File: config.mk
export PLATFORM = sky130hd
export DESIGN_NAME = psmac_job_ctrl
export DESIGN_NICKNAME = d
export VERILOG_FILES = /design/src/rtl/psmac_job_ctrl.sv
export SDC_FILE = /design/constraint.sdc
export NUM_CORES = 1
export LEC_CHECK = 0
export ABC_AREA = 1
export CORE_MARGIN = 3
export CORE_UTILIZATION = 50
export CTS_BUF_LIST = sky130_fd_sc_hd__clkbuf_8
export DETAILED_ROUTE_END_ITERATION = 8
export PLACE_DENSITY = 0.84
export SYNTH_ARGS = -nofsm -noshare
export SYNTH_HDL_FRONTEND = slang
export SYNTH_SLANG_ARGS = --single-unit
File: constraint.sdc
create_clock -name i_clk -period 6.1 [get_ports i_clk]
set_input_delay 1.22 -clock i_clk [delete_from_list [all_inputs] [get_ports i_clk]]
set_output_delay 1.22 -clock i_clk [all_outputs]
set_load 0.05 [all_outputs]
File: src/rtl/psmac_job_ctrl.sv
// Job sequencer for the precision-scalable OAFU MAC: streams operand beats into OAFU,
// drives mode/sign-mask controls and accumulates the registered OAFU result.
//   state | meaning
//   IDLE  | waiting for start
//   RUN   | accepting operand beats
//   DRAIN | waiting for in-flight OAFU results
//   HOLD  | result presented until consumed
module psmac_job_ctrl #(
  parameter int          LEN_W   = 16,
  parameter int          ACC_W   = 32,
  parameter logic [15:0] MASK_2B = 16'hFFFF,
  parameter logic [15:0] MASK_4B = 16'hAAAA,
  parameter logic [15:0] MASK_8B = 16'h8888
) (
  input  logic             i_clk,
  input  logic             i_rst,
  input  logic             i_start,
  input  logic [1:0]       i_prec,
  input  logic             i_sgn_x,
  input  logic             i_sgn_y,
  input  logic [LEN_W-1:0] i_len,
  input  logic             i_op_valid,
  output logic             o_op_ready,
  input  logic [31:0]      i_ip_in,
  input  logic [31:0]      i_wt_in,
  output logic [31:0]      o_oafu_ip,
  output logic [31:0]      o_oafu_wt,
  output logic [15:0]      o_oafu_sx,
  output logic [15:0]      o_oafu_sy,
  output logic             o_oafu_mode1,
  output logic             o_oafu_mode2,
  input  logic [15:0]      i_oafu_y,
  output logic             o_busy,
  output logic [ACC_W-1:0] o_acc,
  output logic             o_acc_valid,
  input  logic             i_acc_ready
);

  typedef enum logic [1:0] {S_IDLE, S_RUN, S_DRAIN, S_HOLD} state_t;

  state_t           r_state;
  state_t           w_state_nxt;
  logic [LEN_W-1:0] r_len;
  logic [LEN_W-1:0] r_issued;
  logic             r_v1;
  logic             r_v2;
  logic [ACC_W-1:0] r_acc;
  logic             w_beat;
  logic             w_last_beat;
  logic             w_start_ok;
  logic [15:0]      w_mask;
  logic [ACC_W-1:0] w_y_ext;

  assign o_op_ready  = (r_state == S_RUN) && (r_issued < r_len);
  assign w_beat      = i_op_valid && o_op_ready;
  assign w_last_beat = w_beat && ((r_issued + LEN_W'(1)) == r_len);
  assign w_start_ok  = (r_state == S_IDLE) && i_start;
  assign w_y_ext     = {{(ACC_W-16){i_oafu_y[15]}}, i_oafu_y};
  assign o_busy      = (r_state != S_IDLE);
  assign o_acc_valid = (r_state == S_HOLD);
  assign o_acc       = r_acc;

  always_comb begin
    w_mask = MASK_8B;
    case (i_prec)
      2'b00:   w_mask = MASK_2B;
      2'b01:   w_mask = MASK_4B;
      default: w_mask = MASK_8B;
    endcase
  end

  always_comb begin
    w_state_nxt = r_state;
    case (r_state)
      S_IDLE:  if (i_start) w_state_nxt = (i_len != '0) ? S_RUN : S_HOLD;
      S_RUN:   if (w_last_beat) w_state_nxt = S_DRAIN;
      // v1 clear means the final result sits in v2 and is added this cycle
      S_DRAIN: if (!r_v1) w_state_nxt = S_HOLD;
      S_HOLD:  if (i_acc_ready) w_state_nxt = S_IDLE;
      default: w_state_nxt = S_IDLE;
    endcase
  end

  always_ff @(posedge i_clk or posedge i_rst) begin
    if (i_rst) begin
      r_state      <= S_IDLE;
      r_len        <= '0;
      r_issued     <= '0;
      r_v1         <= 1'b0;
      r_v2         <= 1'b0;
      r_acc        <= '0;
      o_oafu_ip    <= '0;
      o_oafu_wt    <= '0;
      o_oafu_sx    <= '0;
      o_oafu_sy    <= '0;
      o_oafu_mode1 <= 1'b0;
      o_oafu_mode2 <= 1'b0;
    end else begin
      r_state   <= w_state_nxt;
      r_v1      <= w_beat;
      r_v2      <= r_v1;
      o_oafu_ip <= w_beat ? i_ip_in : '0;
      o_oafu_wt <= w_beat ? i_wt_in : '0;
      if (w_beat) r_issued <= r_issued + LEN_W'(1);
      if (r_v2) r_acc <= r_acc + w_y_ext;
      if (w_start_ok) begin
        r_len        <= i_len;
        r_issued     <= '0;
        r_acc        <= '0;
        o_oafu_mode1 <= |i_prec;
        o_oafu_mode2 <= i_prec[1];
        o_oafu_sx    <= i_sgn_x ? w_mask : '0;
        o_oafu_sy    <= i_sgn_y ? w_mask : '0;
      end
    end
  end

endmodule

## After elaboration in Yosys (flattened, before gate mapping)

Cells that the tools add are included.

- Bits in registers: 166
- Memories kept: 0
- Logic and storage cells: 51
- Bits of input ports: 105
- Bits in latches: 0
- Bits in writable memories: 0
- Memory bits (read-only): 0

- Reductions and logical operators: 12
- Bitwise logic cells: 0
- $add $sub $neg: 2
- Divide/modulo/power cells: 0
- Magnitude comparators: 1
- Shift operators: 0
- Eq/ne operators: 9
- Multiplexer cells: 15
- $mul: 0

Operators with widths:

| operator | count |
|---|---|
| $mux 32 | 4 |
| $mux 16 | 4 |
| $add 32x32->32 | 1 |
| $pmux 15 s2 | 1 |
| $add 16x1->16 const B | 1 |
| $eq 16x16->1 | 1 |
| $lt 16x16->1 | 1 |
| $reduce_bool 16->1 | 1 |
| $mux 2 | 5 |
| $pmux 2 s4 | 1 |
| $ne 2x2->1 const B | 3 |
| $reduce_bool 2->1 | 3 |
| $eq 2x1->1 const B | 2 |
| $eq 2x2->1 const B | 2 |
| $logic_and 1x1->1 | 4 |
| $logic_not 2->1 | 2 |
| $reduce_and 4->1 | 1 |
| $ne 2x1->1 const B | 1 |
| $reduce_or 2->1 | 1 |

## Logic depth before layout (Yosys ltp)

- Word-level depth: 6
- Mapped depth: 16
- Mapped depth without buffers: 16

## Worst setup path after synthesis

Ideal clock, no wire load.

- Kind: input-to-reg
- Start: input port i_oafu_y[0]
- End: register r_acc[22] (netlist: o_acc[22])
- Setup time: 0.118 ns
- Data required time: 5.982 ns
- Arrival: 2.857 ns
- Cell stages on the path: 14
- Path slack: 3.125 ns
- Path buffers: 0
- Cell sequence: ha_1 -> inv_1 -> fa_1 -> inv_1 -> nand2_1 -> o21ai_1 -> a21oi_1 -> o21ai_2 -> a21o_1 -> nand2_1 -> nand2_1 -> nand2_1 -> nand3_1 -> nand2_1

- Longest elaborated chain between the ends: 3

Ends and longest elaborated chain:

| element | RTL line | RTL |
|---|---|---|
| from (decl) | 32 | `input logic [15:0] i_oafu_y,` |
| $add 32x32->32 | 105 | `if (r_v2) r_acc <= r_acc + w_y_ext;` |
| $mux 32 | 105 |  |
| $mux 32 | 106 | `if (w_start_ok) begin` |
| to (signal assigned) | 105 |  |
| to (decl) | 47 | `logic [ACC_W-1:0] r_acc;` |

Every way passes these cells. The select of a mux whose other input is x is not followed.
A chain may end at the register's enable or synchronous reset.

## Worst setup path in the final report

- Start: register r_len[5]
- End: output port o_op_ready

- Longest elaborated chain between the ends: 2

Ends and longest elaborated chain:

| element | RTL line | RTL |
|---|---|---|
| from (decl) | 43 | `logic [LEN_W-1:0] r_len;` |
| from (signal assigned) | 107 | `r_len <= i_len;` |
| $lt 16x16->1 | 54 | `assign o_op_ready = (r_state == S_RUN) && (r_issued < r_len);` |
| $logic_and 1x1->1 | 54 |  |
| to (decl) | 23 | `output logic o_op_ready,` |

Every way passes these cells.

==> reports/metrics.csv <==
stage,metric,value,unit
clock_tree,cts_inserted_buffers,17,
worst_setup_path,worstSetupPathType,reg2out,
worst_setup_path,crit_path_end,o_op_ready,
logic_synthesis,ys_seq_area_frac,0.430,
clock_tree,insertion_delay,450,ps
detailed_routing,drt-total-wl,22.3,mm
timing,fmax,251,MHz
placement,place_hpwl,17.1,mm
logic_synthesis,synth_edf_count,0,
clock_tree,clock-sinks,140,
global_route,grt_pass1_vias,7601,
power,p_leak,0.00546,uW
cells_and_area,filler_cell_count,1335,
timing,hold_violations,0,
cells_and_area,nets,1434,
logic_synthesis,yosys_warnings,0,
timing,post-route-min-period,3990,ps
detailed_routing,drtIter0Drc,564,
power,powerDensity,477,nW/um^2
worst_setup_path,reg2reg_slack,3370,ps
detailed_routing,drc_errors,0,
detailed_routing,via_per_inst,5.17,
clock_tree,cts_hold_buf,0,
logic_synthesis,synth_area_leader_cell,dfrtp_1,
worst_setup_path,reg2reg_from,r_state[0]$_DFFE_PP0P_,
logic_synthesis,yosys.area.top_type_share,0.430,
timing,finalCritPeriodShare,0.654,
detailed_routing,dr_total_vias,7777,
power,vdd_drop_max,0.245,mV
cells_and_area,n_antenna_cell,0,
logic_synthesis,synth_area_leaders,"dfrtp_1, nand2_1, ha_1",
logic_synthesis,ys_seq_elements,140,
die,initial_utilization,0.511,
timing,tightest_slew,898,ps
timing,setup_viol,0,
worst_setup_path,start_kind,register,
die,fp.dieW,134,um
timing,drv_slew,0,
cells_and_area,syn2layout_area_growth,34.2,%
placement,dp.cells,1472,
die,die_h,134,um
timing,fin_skew,15.0,ps
logic_synthesis,async_reset_ff_frac,1.00,
logic_synthesis,avgSynthCellArea,7.69,um^2
clock_tree,clockBufferDepth,2,
placement,gp_congestion,0.948,
cells_and_area,drive_gt1_frac,0.0497,
clock_tree,cts.repair.resized,0,
global_route,grt_pass1_wl,36.7,mm
clock_tree,clk_root_buffer_cell,clkbuf_8,
detailed_routing,antenna_left,0,
worst_setup_path,reg2reg_to,o_acc[2]$_DFFE_PP0P_,
die,pin_count,238,
min_path,hold_class,reg2reg,
worst_setup_path,worst-r2r-cell-count,7,
detailed_routing,wire_per_inst,14.8,um
timing,rsz0062_at_grt,false,
worst_setup_path,critPathCaptureType,output pin,
global_route,grt_usage,0.254,
die,dieArea,17900,um^2
logic_synthesis,synth_cell_types,38,
worst_setup_path,arrival,2770,ps
logic_synthesis,syn-cell-area,8150,um^2
placement,io_buffers,237,
logic_synthesis,yosysMostFrequentCell,nand2_1,
run_status,outcome,completed,
worst_setup_path,crit_path_start,r_len[5]$_DFFE_PP0P_,
worst_setup_path,cp_max_fo,3,
job,max_cap_violations,0,
logic_synthesis,synth_commonest_cells,"nand2_1, inv_1, dfrtp_1",
worst_setup_path,required,4880,ps
die,rows,46,
clock_tree,path_clk_slew,80,ps
die,core_region_area,15900,um^2
global_route,grt_overflow,0,
clock_tree,cts_max_level,4,
global_route,antenna_found_initial,0,
timing,slew_headroom,0.401,
timing,setup_tns,0,ps
global_route,grt_max_degree,100,
detailed_routing,drtPass1Iterations,7,
clock_tree,cts_setup_buffers,0,
logic_synthesis,syn_inst,1060,
logic_synthesis,synth.net_count,1219,
cells_and_area,final_cells,1504,
logic_synthesis,synth_ff_type,dfrtp_1,
clock_tree,tritoncts,done,
==> cell families after synthesis <==
kind of cell | Yosys count | share of synthesized area
compound gates | 160 | 0.110
fa+ha+maj | 54 | 0.0838
flops | 140 | 0.430
xor+xnor | 6 | 0.00814
simple gates | 494 | 0.260
buf+inv | 206 | 0.108
==> layer usage <==
layer  global-route usage  vias to the layer above  share of wire
met2                0.426                      321           0.48
li1                     -                     3808              -
met1                0.309                     3595           0.40
met4               0.0914                        0          0.027
met5                    0                        -              0
met3               0.0816                       53          0.091
==> state kept, by name, indices dropped and copies added, names as in the netlist <==
register / cells
r_v2: 1
r_issued: 16
o_acc: 32
o_oafu_sy: 3
o_oafu_mode2: 1
r_len: 16
o_oafu_sx: 3
o_oafu_wt: 32
o_oafu_mode1: 1
o_oafu_ip: 32
r_v1: 1
r_state: 2
==> per-stage QoR <==
stage | cell area [um^2] | utilization | setup slack (ps) | hold WS (ps) | total power (uW)
5_1_grt | 10900 | 0.686 | 1970 | 485 | 5550
2_1_floorplan | 8150 | - | 1130 | 354 | 3590
4_1_cts | 10900 | 0.686 | 2090 | 478 | 5240
6_report | 10900 | 0.686 | 2110 | 479 | 5210
3_5_place_dp | 10600 | 0.662 | 2070 | 464 | 4500
3_3_place_gp | 10600 | 0.662 | 2100 | 455 | 4440
==> layout by cell type (no fill, tap or decap), types with 12 or more instances in the layout <==
master,n
inv_1,158
clkbuf_8,20
nand4_1,14
ha_1,53
nand3_1,66
o21ai_0,62
dfrtp_1,140
clkdlybuf4s50_1,237
nand2_1,246
a21oi_1,54
nor2_1,122
o22ai_1,12
==> worst min-delay path by stage <==
| stage | from | endpoint | slack (ps) | cells past startpoint |
|---|---|---|---|---|
| after floorplan | r_v1$_DFF_PP0_ | r_v2$_DFF_PP0_ | 350 | 0 |
| after global placement | r_v1$_DFF_PP0_ | r_v2$_DFF_PP0_ | 450 | 0 |
| after detailed placement | r_v1$_DFF_PP0_ | r_v2$_DFF_PP0_ | 460 | 0 |
| after CTS | r_v1$_DFF_PP0_ | r_v2$_DFF_PP0_ | 480 | 0 |
| after global routing | r_v1$_DFF_PP0_ | r_v2$_DFF_PP0_ | 490 | 0 |
| final | r_v1$_DFF_PP0_ | r_v2$_DFF_PP0_ | 480 | 0 |
==> worst max-delay path: stages (launching register included) <==
cell,delay [ps]
dfrtp_1,380
inv_1,100
ha_1,330
a21oi_1,130
nor2_1,50
nor3_1,170
nand2_1,110
nand2_1,90
nand3_2,110
inv_1,80
clkdlybuf4s50_1,790
==> report_power, final <==
group / internal (uW) / switching (uW) / leakage (uW)
combinational: 1010 / 2100 / 0.00340
clock: 323 / 392 / 0.000184
sequential: 1190 / 201 / 0.00187
==> layout make-up <==
cell class / instances / area, um^2 / area share
multi-input combinational: 714 / 3770 / 0.345
tap: 216 / 270 / 0.0247
clock buffer: 20 / 275 / 0.0252
sequential: 140 / 3500 / 0.321
clock inverter: 12 / 101 / 0.00927
timing repair buffer: 241 / 2400 / 0.220
inverter: 161 / 609 / 0.0557
Power figures use the tool's default switching activity.
